[config.mk]
export PLATFORM = sky130hd
export DESIGN_NAME = dual_port_latency_ram
export DESIGN_NICKNAME = d
export VERILOG_FILES = /design/src/rtl/dual_port_latency_ram.sv
export SDC_FILE = /design/constraint.sdc
export NUM_CORES = 1
export LEC_CHECK = 0
export CORE_MARGIN = 5
export CORE_UTILIZATION = 34
export CTS_CLUSTER_DIAMETER = 40
export DETAILED_ROUTE_END_ITERATION = 8
export PLACE_DENSITY = 0.6
export SLEW_MARGIN = 20
export SYNTH_ARGS = -nofsm -noshare
export SYNTH_HDL_FRONTEND = slang
export SYNTH_HIERARCHICAL = 1
export SYNTH_SLANG_ARGS = --single-unit
[constraint.sdc]
create_clock -name clk -period 1.7 [get_ports clk]
set_input_delay 0.17 -clock clk [delete_from_list [all_inputs] [get_ports clk]]
set_output_delay 0.17 -clock clk [all_outputs]
set_load 0.05 [all_outputs]
[src/rtl/dual_port_latency_ram.sv]
// Dual-port RAM with independent, fixed, per-port write and read latencies.
// Writes travel down a per-port pipeline and commit late. Reads sample the
// array read-first at the request edge and then ride a delay line to the port.

// Fixed-length valid/payload delay line with synchronous clear.
// STAGES = 0 passes the input straight through. At least one register is
// always built so that clk is never left dangling.
module dpl_pipe #(
  parameter int STAGES = 1,
  parameter int W      = 1
) (
  input  logic         clk,
  input  logic         rst,
  input  logic         in_vld,
  input  logic [W-1:0] in_data,
  output logic         out_vld,
  output logic [W-1:0] out_data
);
  localparam int N = (STAGES < 1) ? 1 : STAGES;

  logic [N-1:0]        vld_q, vld_d;
  logic [N-1:0][W-1:0] dat_q, dat_d;

  // Shift the valid bit and payload one stage per cycle.
  always_comb begin
    vld_d[0] = in_vld;
    dat_d[0] = in_data;
    for (int i = 1; i < N; i++) begin
      vld_d[i] = vld_q[i-1];
      dat_d[i] = dat_q[i-1];
    end
  end

  // Reset drops every in-flight request.
  always_ff @(posedge clk) begin
    if (rst) begin
      vld_q <= '0;
      dat_q <= '0;
    end else begin
      vld_q <= vld_d;
      dat_q <= dat_d;
    end
  end

  // A zero-stage line is a plain wire. Otherwise take the last register.
  always_comb begin
    if (STAGES == 0) begin
      out_vld  = in_vld;
      out_data = in_data;
    end else begin
      out_vld  = vld_q[N-1];
      out_data = dat_q[N-1];
    end
  end
endmodule

module dual_port_latency_ram #(
  parameter int DATA_WIDTH  = 4,
  parameter int MEM_DEPTH   = 16,
  parameter int ADDR_WIDTH  = $clog2(MEM_DEPTH),
  parameter int WR_LATENCYA = 10,
  parameter int RD_LATENCYA = 5,
  parameter int WR_LATENCYB = 7,
  parameter int RD_LATENCYB = 8
) (
  input  logic                  clk,
  input  logic                  rst,
  input  logic                  en_a,
  input  logic                  wr_a,
  input  logic [ADDR_WIDTH-1:0] addr_a,
  input  logic [DATA_WIDTH-1:0] wdata_a,
  input  logic                  en_b,
  input  logic                  wr_b,
  input  logic [ADDR_WIDTH-1:0] addr_b,
  input  logic [DATA_WIDTH-1:0] wdata_b,
  output logic [DATA_WIDTH-1:0] rdata_a,
  output logic                  rvalid_a,
  output logic [DATA_WIDTH-1:0] rdata_b,
  output logic                  rvalid_b,
  output logic                  wcollision
);
  if (WR_LATENCYA < 1 || WR_LATENCYA > 16 || RD_LATENCYA < 1 || RD_LATENCYA > 16 ||
      WR_LATENCYB < 1 || WR_LATENCYB > 16 || RD_LATENCYB < 1 || RD_LATENCYB > 16) begin : g_bad_latency
    $error("dual_port_latency_ram: every latency must lie in 1..16");
  end

  localparam int AW = ADDR_WIDTH + DATA_WIDTH;
  localparam logic [ADDR_WIDTH:0] DEPTH_C = (ADDR_WIDTH + 1)'(MEM_DEPTH);

  function automatic logic in_range(input logic [ADDR_WIDTH-1:0] a);
    return {1'b0, a} < DEPTH_C;
  endfunction

  logic [DATA_WIDTH-1:0] mem_q [MEM_DEPTH];
  logic [DATA_WIDTH-1:0] mem_d [MEM_DEPTH];
  logic                  wcol_q, wcol_d;

  logic                  cma_vld, cmb_vld;
  logic [AW-1:0]         cma_pl, cmb_pl;
  logic [ADDR_WIDTH-1:0] cma_addr, cmb_addr;
  logic [DATA_WIDTH-1:0] cma_data, cmb_data;
  logic [DATA_WIDTH-1:0] rword_a, rword_b, rpipe_a, rpipe_b;
  logic                  rvld_a, rvld_b;

  // A write sampled at edge t reaches the commit point WR_LATENCY-1 edges later.
  dpl_pipe #(.STAGES(WR_LATENCYA - 1), .W(AW)) u_wpipe_a (
    .clk(clk), .rst(rst), .in_vld(en_a & wr_a), .in_data({addr_a, wdata_a}),
    .out_vld(cma_vld), .out_data(cma_pl));
  dpl_pipe #(.STAGES(WR_LATENCYB - 1), .W(AW)) u_wpipe_b (
    .clk(clk), .rst(rst), .in_vld(en_b & wr_b), .in_data({addr_b, wdata_b}),
    .out_vld(cmb_vld), .out_data(cmb_pl));

  assign {cma_addr, cma_data} = cma_pl;
  assign {cmb_addr, cmb_data} = cmb_pl;

  // Read-first sampling: the array contents before this edge's commits.
  // Out-of-range addresses read as zero.
  always_comb begin
    rword_a = '0;
    rword_b = '0;
    if (in_range(addr_a)) rword_a = mem_q[addr_a];
    if (in_range(addr_b)) rword_b = mem_q[addr_b];
  end

  dpl_pipe #(.STAGES(RD_LATENCYA), .W(DATA_WIDTH)) u_rpipe_a (
    .clk(clk), .rst(rst), .in_vld(en_a & ~wr_a), .in_data(rword_a),
    .out_vld(rvld_a), .out_data(rpipe_a));
  dpl_pipe #(.STAGES(RD_LATENCYB), .W(DATA_WIDTH)) u_rpipe_b (
    .clk(clk), .rst(rst), .in_vld(en_b & ~wr_b), .in_data(rword_b),
    .out_vld(rvld_b), .out_data(rpipe_b));

  // Commit both ports. A is applied last so that it wins a same-address clash.
  always_comb begin
    mem_d = mem_q;
    if (cmb_vld && in_range(cmb_addr)) mem_d[cmb_addr] = cmb_data;
    if (cma_vld && in_range(cma_addr)) mem_d[cma_addr] = cma_data;
    wcol_d = cma_vld & cmb_vld & in_range(cma_addr) & (cma_addr == cmb_addr);
  end

  // Array and collision flag. Reset clears every word.
  always_ff @(posedge clk) begin
    if (rst) begin
      for (int i = 0; i < MEM_DEPTH; i++) mem_q[i] <= '0;
      wcol_q <= 1'b0;
    end else begin
      mem_q  <= mem_d;
      wcol_q <= wcol_d;
    end
  end

  assign rvalid_a   = rvld_a;
  assign rvalid_b   = rvld_b;
  assign rdata_a    = rvld_a ? rpipe_a : '0;
  assign rdata_b    = rvld_b ? rpipe_b : '0;
  assign wcollision = wcol_q;
endmodule

==> results of run 1 <==
routing by layer:
| layer | vias up | wire, um |
|---|---|---|
| li1 | 3478 | - |
| met1 | 3527 | 10560 |
| met2 | 341 | 11250 |
| met3 | 82 | 2165 |
| met4 | 2 | 813 |
| met5 | - | 13 |
worst min path at each step:
stage | startpoint | endpoint | slack [ps]
after floorplan | rst | u_rpipe_a/dat_d[11] | 240
after global placement | u_wpipe_a/dat_d[33] | u_wpipe_a/dat_d[41] | 420
after detailed placement | u_rpipe_b/dat_d[25] | u_rpipe_b/dat_d[29] | 420
after CTS | rst | u_rpipe_b/dat_d[29] | 90
after global routing | rst | u_rpipe_b/dat_d[22] | 110
final | rst | u_rpipe_b/dat_d[30] | 100
cells in the final DEF, fill, tap and decap left out, types with 11 or more instances in the layout:
cell,n
clkdlybuf4s50_1,20
o21ai_0,64
buf_4,60
clkbuf_16,40
buf_12,18
nand2_1,12
dfxtp_1,265
or2_2,11
and2_1,12
nor3_1,64
nor2b_1,178
a311oi_1,62
nand3_1,83
nor2b_2,30
mux4_2,32
state kept, by name (all words and copies together), names as in the netlist:
register	count
u_rpipe_b/dat_d	28
u_rpipe_b/vld_q	8
u_wpipe_b/vld_q	6
u_wpipe_b/dat_d	40
u_wpipe_a/dat_d	64
wcollision	1
u_rpipe_a/vld_q	5
u_wpipe_a/vld_q	9
u_rpipe_a/dat_d	16
u_wpipe_b/out_data	8
u_rpipe_b/out_data	4
u_rpipe_a/out_data	4
mem_q	64
u_wpipe_a/out_data	8
where the power goes:
group	internal [mW]	switching [mW]	leakage, nW	total (mW)
combinational	0.180	0.213	1.61	0.393
sequential	6.28	0.0128	2.14	6.30
clock	4.94	3.20	0.647	8.13
total	11.4	3.42	4.40	14.8
logic make-up after synthesis:
logic type / after synthesis / synth area share, %
multiplexers: 32 / 7.173
AO/OA/AOI/OAI: 136 / 9.365
XOR/XNOR: 4 / 0.3488
flip-flops: 265 / 52.80
buffers and inverters: 91 / 4.807
AND/OR/NAND/NOR: 423 / 25.50
metrics by stage:
stage                     hold slack, ps  utilization, %  TNS, ps  setup slack (ps)
after global routing               108.0           42.47        0             12.63
final                              99.52           42.47        0             114.9
after global placement             415.1           37.72    -1427            -203.7
after detailed placement           420.0           37.72    -1601            -216.6
after floorplan                    241.6               -        0             186.0
after CTS                          93.06           42.40        0             87.13
final cells by class:
cell class / count / share of cell area, %
tap: 390 / 3.908
multi-input combinational: 595 / 34.26
inverter: 1 / 0.03006
sequential: 265 / 42.49
clock buffer: 46 / 8.438
timing repair buffer: 100 / 8.277
clock inverter: 27 / 2.595
what timing repair did:
action | CTS | global route
setup buffers | 0 | 0
hold endpoints to repair | 0 | 0
resized for setup | 1 | 3
setup endpoints to repair | 1 | 7
==> run metrics, run 1 <==
outcome=finished clean; fin. max-slew vios=0; M1 GR Usage=19.61%; Antenna Cells=0; Clk pin slew, worst setup/hold paths=50 ps; Yosys top cell area share=52.80%; Critical Path Source=u_wpipe_a/vld_q[8]; final cell count without fillers=1424; I/O Buffers=32; post-synthesis cell type count=40; CP arrival=2010 ps; crit path to=mem_q[58]; maximum level of the CTS H-tree=2; I/O pin count=33; final instance area=0.01249 mm2; GR Overflow Total=0; Crit. End Element=flop; min cycle time layout=1585 ps; Leakage=4.403 nW; flops & latches, synth=265; Critical Path, Cell by Cell=or3b_1 -> buf_4 -> or2_4 -> a311oi_1; die height=181.9 um; pin count of the biggest net entering global routing=49; register area share after synthesis=52.80%; delay-heaviest family, CP=simple AND/OR/NAND/NOR gates; layout cells sized above 1=22.63%; Filler cells=2788; area of the multi-input gates=0.004278 mm2; TritonCTS clock tree=built; Post-Synthesis Cells=951; routability cong.=0.9365; Buf+Inv Stages, Crit Path=1; top cell types by occurrence after synthesis=dfxtp_1 (265), nor2b_1 (178), nand3_1 (83); clk_skew=21.61 ps; Nets=1025; worst r2r path cells=4; Hold Vio Cnt, Final=0; synthesized cell area=0.01005 mm2; crit start category=flop; reg2reg setup slack=110 ps; crit-path max FO=13; Rows=63; RSZ-0062 raised after global routing=false; HP Class=in2reg; ANT nets after route=0; kind of critical path=reg2reg; via count=7430; post-synth top area cell=dfxtp_1; DIE AREA=0.03309 mm2; clk_lat worst skew=540 ps; syn_nets=973; Peak VDD IR=0.0008112 V; Critical R2R Launch=u_wpipe_a/vld_q[8]; router iterations before antenna repair=8; routing usage on met2=22.90%; Async SR Flop Fraction=0%; clock root buffer=clkbuf_16; total global routing track utilization=14.69%; wire length per cell=17.41 um; Placement Cell Area=0.01109 mm2; CTS buffer count=40; Routed Wire Length=24800 um; Max Freq=0.6309 GHz; Most Used Layer, Global Route=met2; Clock Tree Buf Depth=3; Residual DRC=0; largest stage delay on the critical path=390 ps; total power=14.82 mW; Post-DP HPWL=15890 um; drt via density=5.218; die width=181.9 um; Stages on worst setup path=4; max-cap viol count=0; grt met3 use=3.566%; hold depth=2; Storage cell area=0.005305 mm2; most common cell in the netlist=dfxtp_1; Synth Flop Type=dfxtp_1; Hold Buf Count CTS=0; required time of the critical path=2130 ps; Worst-Margin Slew=489.6 ps; Max-slew headroom=67.49%; Core ar.=0.02940 mm2; PwrDens=1187 mW/mm2; part of the cycle the worst path needs=93.24%; Synth area leaders=dfxtp_1 (53%), nor2b_1 (11%), mux4_2 (7.2%); Worst path slowest cell=dfxtp_1; syn_area_per_cell=10.56 um2; setup violators final=0; starting density of the core=34.17%; vias in the first global route=7149; initial antenna violation count=1; EDFF count, synth=0; first-pass GRT wire length=39600 um; worst reg2reg path endpoint=mem_q[58]; area grow syn2layout=24.27%; 1st-iter DRT viols=681; placed cell count=1351; Sink Count=265; Ys Warns=6
No activity file was read; power rests on OpenSTA's default activity.
==> run 2, diff against run 1 <==
Settings changed: CTS_BUF_LIST from default to sky130_fd_sc_hd__clkbuf_8.
==> run metrics, run 2 (synthesis gave the netlist of run 1 again) <==
outcome=finished clean; final worst slack=97.50 ps (-17.36 ps); router iterations before antenna repair=5 (-3); PwrDens=1051 mW/mm2 (-11%); vias in the first global route=7259 (+1.5%); Residual DRC=0 (unchanged); total global routing track utilization=14.57% (-0.12 points); crit start category=flop; Crit. End Element=output port; Filler cells=2860 (+2.6%); final instance area=0.01208 mm2 (-3.3%); Buf+Inv Stages, Crit Path=1 (unchanged); Worst path slowest cell=dlygate4sd2_1; Leakage=4.272 nW (-3.0%); initial antenna violation count=1 (unchanged); Sink Count=265 (unchanged); GR Overflow Total=0 (unchanged); Antenna Cells=0 (unchanged); crit-path max FO=5 (-8); part of the cycle the worst path needs=94.26% (+1.0 points); CP arrival=1430 ps (-580 ps); fin util=41.07% (-1.4 points); Critical Path, Cell by Cell=dlygate4sd2_1; maximum level of the CTS H-tree=2 (unchanged); Max-slew headroom=67.49% (unchanged); largest stage delay on the critical path=540 ps (+150 ps); Nets=1031 (+0.59%); Hold Vio Cnt, Final=0 (unchanged); area grow syn2layout=20.19%; switching share of power=21.39% (-1.7 points); Worst-Margin Slew=489.6 ps (-0.0005960 ps); Gate power share=3.1% (+0.4 points); Clk pwr share=47.3% (-7.6 points); CTS buffer count=46 (+15%); wl on met1=10510 um (-0.41%); Clock Tree Buf Depth=3 (unchanged); I/O pin count=33 (unchanged); 1st-iter DRT viols=778 (+14%); pin count of the biggest net entering global routing=49 (unchanged); via count=7440 (+0.13%); drt via density=5.214 (about the same); Placement Cell Area=0.01109 mm2 (unchanged); layout cells sized above 1=22.57% (-0.065 points); Seq pwr share=49.6% (+7.1 points); Hold Buf Count CTS=0 (unchanged); die height=181.9 um (unchanged); ANT nets after route=0 (unchanged); kind of critical path=reg2out; fin. max-slew vios=0 (unchanged); delay-heaviest family, CP=buffers and inverters; Core ar.=0.02940 mm2 (unchanged); routability cong.=0.9365 (unchanged); clock root buffer=clkbuf_8; DIE AREA=0.03309 mm2 (unchanged); top layer in use=met5; required time of the critical path=1530 ps (-600 ps); routed wire length on met3=2185 um (+0.92%); Switch Pwr=2.714 mW (-21%); Routed Wire Length=24670 um (-0.51%); min cycle time layout=1602 ps (+17.36 ps); setup violators final=0 (unchanged); Max Freq=0.6240 GHz (-1.1%); Peak VDD IR=0.0008285 V (+2.1%); Rows=63 (unchanged); commonest non-fill, non-tap cell in the layout=dfxtp_1; clk_skew=17.91 ps (-3.701 ps); first-pass GRT wire length=39440 um (-0.40%); die width=181.9 um (unchanged); clk_lat worst skew=550 ps (about the same); internal power=9.976 mW (-12%); wire length per cell=17.29 um (-0.72%); leading cell types in the layout, fill and taps excluded=dfxtp_1 (265), nor2b_1 (178), nand3_1 (83); Setup WS pre-CTS=-216.6 ps (unchanged); met2 WL=11220 um (-0.25%); max-cap viol count=0 (unchanged); RSZ-0062 raised after global routing=false; Post-DP HPWL=15890 um (unchanged); HP Class=in2reg; starting density of the core=34.17% (unchanged); TritonCTS clock tree=built; Setup Buffers After CTS=0 (unchanged); total power=12.69 mW (-14%); I/O Buffers=32 (unchanged); Clk pin slew, worst setup/hold paths=60 ps (about the same)
## run 2: per-stage QoR
stage                     hold WS, ps  std cells  TNS [ps]
final                           75.92       1427         0
after global routing            71.23       1427         0
after CTS                       54.32       1427         0
after detailed placement        420.0       1351     -1601
after global placement          415.1       1351     -1427
after floorplan                 241.6        951         0
## run 2: worst register-to-register path, cell delays in order, from the launching register on
cell	delay, ps
dfxtp_1	360
or2_2	440
or2_2	380
a311oi_1	290
## run 2: repair_timing
item,CTS,global route
pin swaps,0,0
resized for setup,1,3
setup endpoints to repair,1,6
## run 2: routing by layer
| metal | up-vias | global-route usage [%] |
|---|---|---|
| li1 | 3474 | - |
| met1 | 3509 | 19.55 |
| met2 | 378 | 22.83 |
| met3 | 77 | 3.466 |
| met4 | 2 | 5.554 |
| met5 | - | 0 |
## run 2: path summary, 6_finish.rpt
kind	start	end	slack (ps)	cells after the start
setup / recovery	u_rpipe_a/vld_q[4]	rvalid_a	100	1
hold / removal	rst	u_rpipe_b/out_data[2]	80	2
setup reg to reg	u_wpipe_a/out_data[4]	mem_q[46]	120	3
hold reg to reg	u_rpipe_a/vld_q[0]	u_rpipe_a/vld_q[1]	430	1
## run 2: power groups by stage
| stage | clock network [mW] | logic (mW) | registers [mW] |
|---|---|---|---|
| CTS | 6.21 | 0.395 | 6.29 |
| floorplan | 0 | 0.245 | 6.42 |
| global route | 6.50 | 0.425 | 6.30 |
| finish | 6.00 | 0.394 | 6.29 |
| detailed placement | 0 | 0.394 | 6.43 |
| global placement | 0 | 0.390 | 6.43 |
## run 2: final cells by class
class / count / area [um2] / share of cell area (%)
multi-input cells: 595 / 4278 / 35.43
repair buffers: 100 / 1033 / 8.559
clock inverters: 18 / 168.9 / 1.399
clock buffers: 58 / 798.3 / 6.611
flip-flops and latches: 265 / 5305 / 43.93
well taps: 390 / 488.0 / 4.041
inverters: 1 / 3.754 / 0.03108
==> run 3, diff against run 2 <==
Settings changed: CORE_MARGIN 5 to 3.
==> run metrics, run 3 (synthesis gave the netlist of run 1 again) <==
min cycle time layout=1607 ps (+4.482 ps); PwrDens=1028 mW/mm2 (-2.2%); TritonCTS clock tree=built; crit start category=flop; ANT nets after route=0 (unchanged); CP arrival=2030 ps (+600 ps); wire length per cell=17.13 um (-0.89%); total power=12.36 mW (-2.6%); clock root buffer=clkbuf_8; I/O Buffers=32 (unchanged); Buf+Inv Stages, Crit Path=1 (unchanged); Sink Count=265 (unchanged); crit-path max FO=9 (+4); Core ar.=0.02894 mm2 (-1.6%); worst r2r path cells=4 (+1); Setup Buffers After CTS=0 (unchanged); area of the multi-input gates=0.004262 mm2 (-0.38%); initial antenna violation count=0 (-1); RSZ-0062 raised after global routing=false; GR Overflow Total=0 (unchanged); die height=177.9 um (-2.2%); Max Freq=0.6223 GHz (-0.28%); commonest non-fill, non-tap cell in the layout=dfxtp_1; delay-heaviest family, CP=simple AND/OR/NAND/NOR gates; Nets=1040 (+0.87%); total global routing track utilization=15.40% (+0.83 points); Hold Buf Count CTS=0 (unchanged); Worst-Margin Slew=491.9 ps (+2.337 ps); Stages on worst setup path=4 (+3); layout cells sized above 1=22.58% (about the same); clk_skew=27.53 ps (+9.619 ps); final hold slack=137.3 ps (+61.33 ps); Crit. End Element=flop; routability cong.=0.9433 (+0.73%); pin count of the biggest net entering global routing=56 (+14%); leading cell types in the layout, fill and taps excluded=dfxtp_1 (265), nor2b_1 (178), nand3_1 (83); Leakage=4.320 nW (+1.1%); CTS buffer count=46 (unchanged); die width=177.9 um (-2.2%); router iterations before antenna repair=5 (unchanged); Filler cells=2753 (-3.7%); Residual DRC=0 (unchanged); largest stage delay on the critical path=550 ps (about the same); vias in the first global route=6916 (-4.7%); required time of the critical path=2120 ps (+590 ps); Clock Tree Buf Depth=3 (unchanged); first-pass GRT wire length=38430 um (-2.6%); Peak VDD IR=0.0005301 V (-36%); Storage cell area=0.005305 mm2 (unchanged); drt via density=5.190 (-0.46%); Post-DP HPWL=15900 um (about the same); Max-slew headroom=67.21% (-0.29 points); outcome=finished clean; setup violators final=0 (unchanged); hold depth=2 (unchanged); via count=7468 (+0.38%); 1st-iter DRT viols=573 (-26%); clk_lat worst skew=550 ps (about the same); part of the cycle the worst path needs=94.53% (+0.26 points); Hold Vio Cnt, Final=0 (unchanged); fin. max-slew vios=0 (unchanged); maximum level of the CTS H-tree=2 (unchanged); starting density of the core=34.72% (+0.55 points); Routed Wire Length=24660 um (about the same); Worst path slowest cell=or3b_2; HP Class=in2reg; Rows=62 (-1.6%); max-cap viol count=0 (unchanged); area grow syn2layout=19.73%; kind of critical path=reg2reg; DIE AREA=0.03165 mm2 (-4.3%); I/O pin count=33 (unchanged); Critical Path, Cell by Cell=buf_12 -> or3b_2 -> o21ai_0 -> a311oi_1; Clk pin slew, worst setup/hold paths=60 ps (about the same)
-- run 3: cell types whose count changed in the layout (fill, tap and decap cells not counted), sizes merged, moves of 2 or more --
cell and delta:
inv +12, buf +10, bufinv -2, clkbuf -2
-- run 3: per-layer routing --
layer / GRT usage, % / vias up / part of all wire, % / wire length [um]
met4: 6.545 / 0 / 3.0 / 739
met1: 20.57 / 3498 / 43 / 10500
li1: - / 3496 / - / -
met3: 4.771 / 64 / 10 / 2587
met5: 0 / - / 0 / 0
met2: 22.98 / 410 / 44 / 10830
-- run 3: final cells by class --
type                       count  share of cell area [%]
multi-input combinational    595                   35.43
timing repair buffer         109                   8.727
antenna                        1                 0.02080
clock buffer                  56                   6.407
clock inverter                28                   1.290
sequential                   265                   44.10
inverter                       1                 0.03120
tap                          384                   3.994
-- run 3: power breakdown --
group | switching [mW] | internal [mW]
sequential | 0.0126 | 6.28
combinational | 0.216 | 0.178
clock | 2.53 | 3.15
-- run 3: through the flow --
stage          cell area, um2  TNS [ps]  utilization [%]  std cells  setup slack [ps]
2_1_floorplan           10050         0                -        951             186.0
3_3_place_gp            11100     -1691            38.36       1354            -256.2
3_5_place_dp            11100     -1806            38.36       1354            -282.2
4_1_cts                 12020         0            41.56       1438             50.97
5_1_grt                 12030         0            41.56       1438             9.257
6_report                12030         0            41.57       1439             93.02
-- run 3: what timing repair did --
action | 4_1_cts | 5_1_grt
hold endpoints to repair | 0 | 0
setup endpoints to repair | 0 | 5
gates resized for setup | 0 | 2
-- run 3: final timing paths --
check                   startpoint             endpoint  slack [ps]
min reg2reg    u_wpipe_a/dat_d[15]  u_wpipe_a/dat_d[23]         430
min                            rst  u_rpipe_b/dat_d[30]         140
max          u_wpipe_b/out_data[5]            mem_q[24]          90
max reg2reg  u_wpipe_b/out_data[5]            mem_q[24]          90
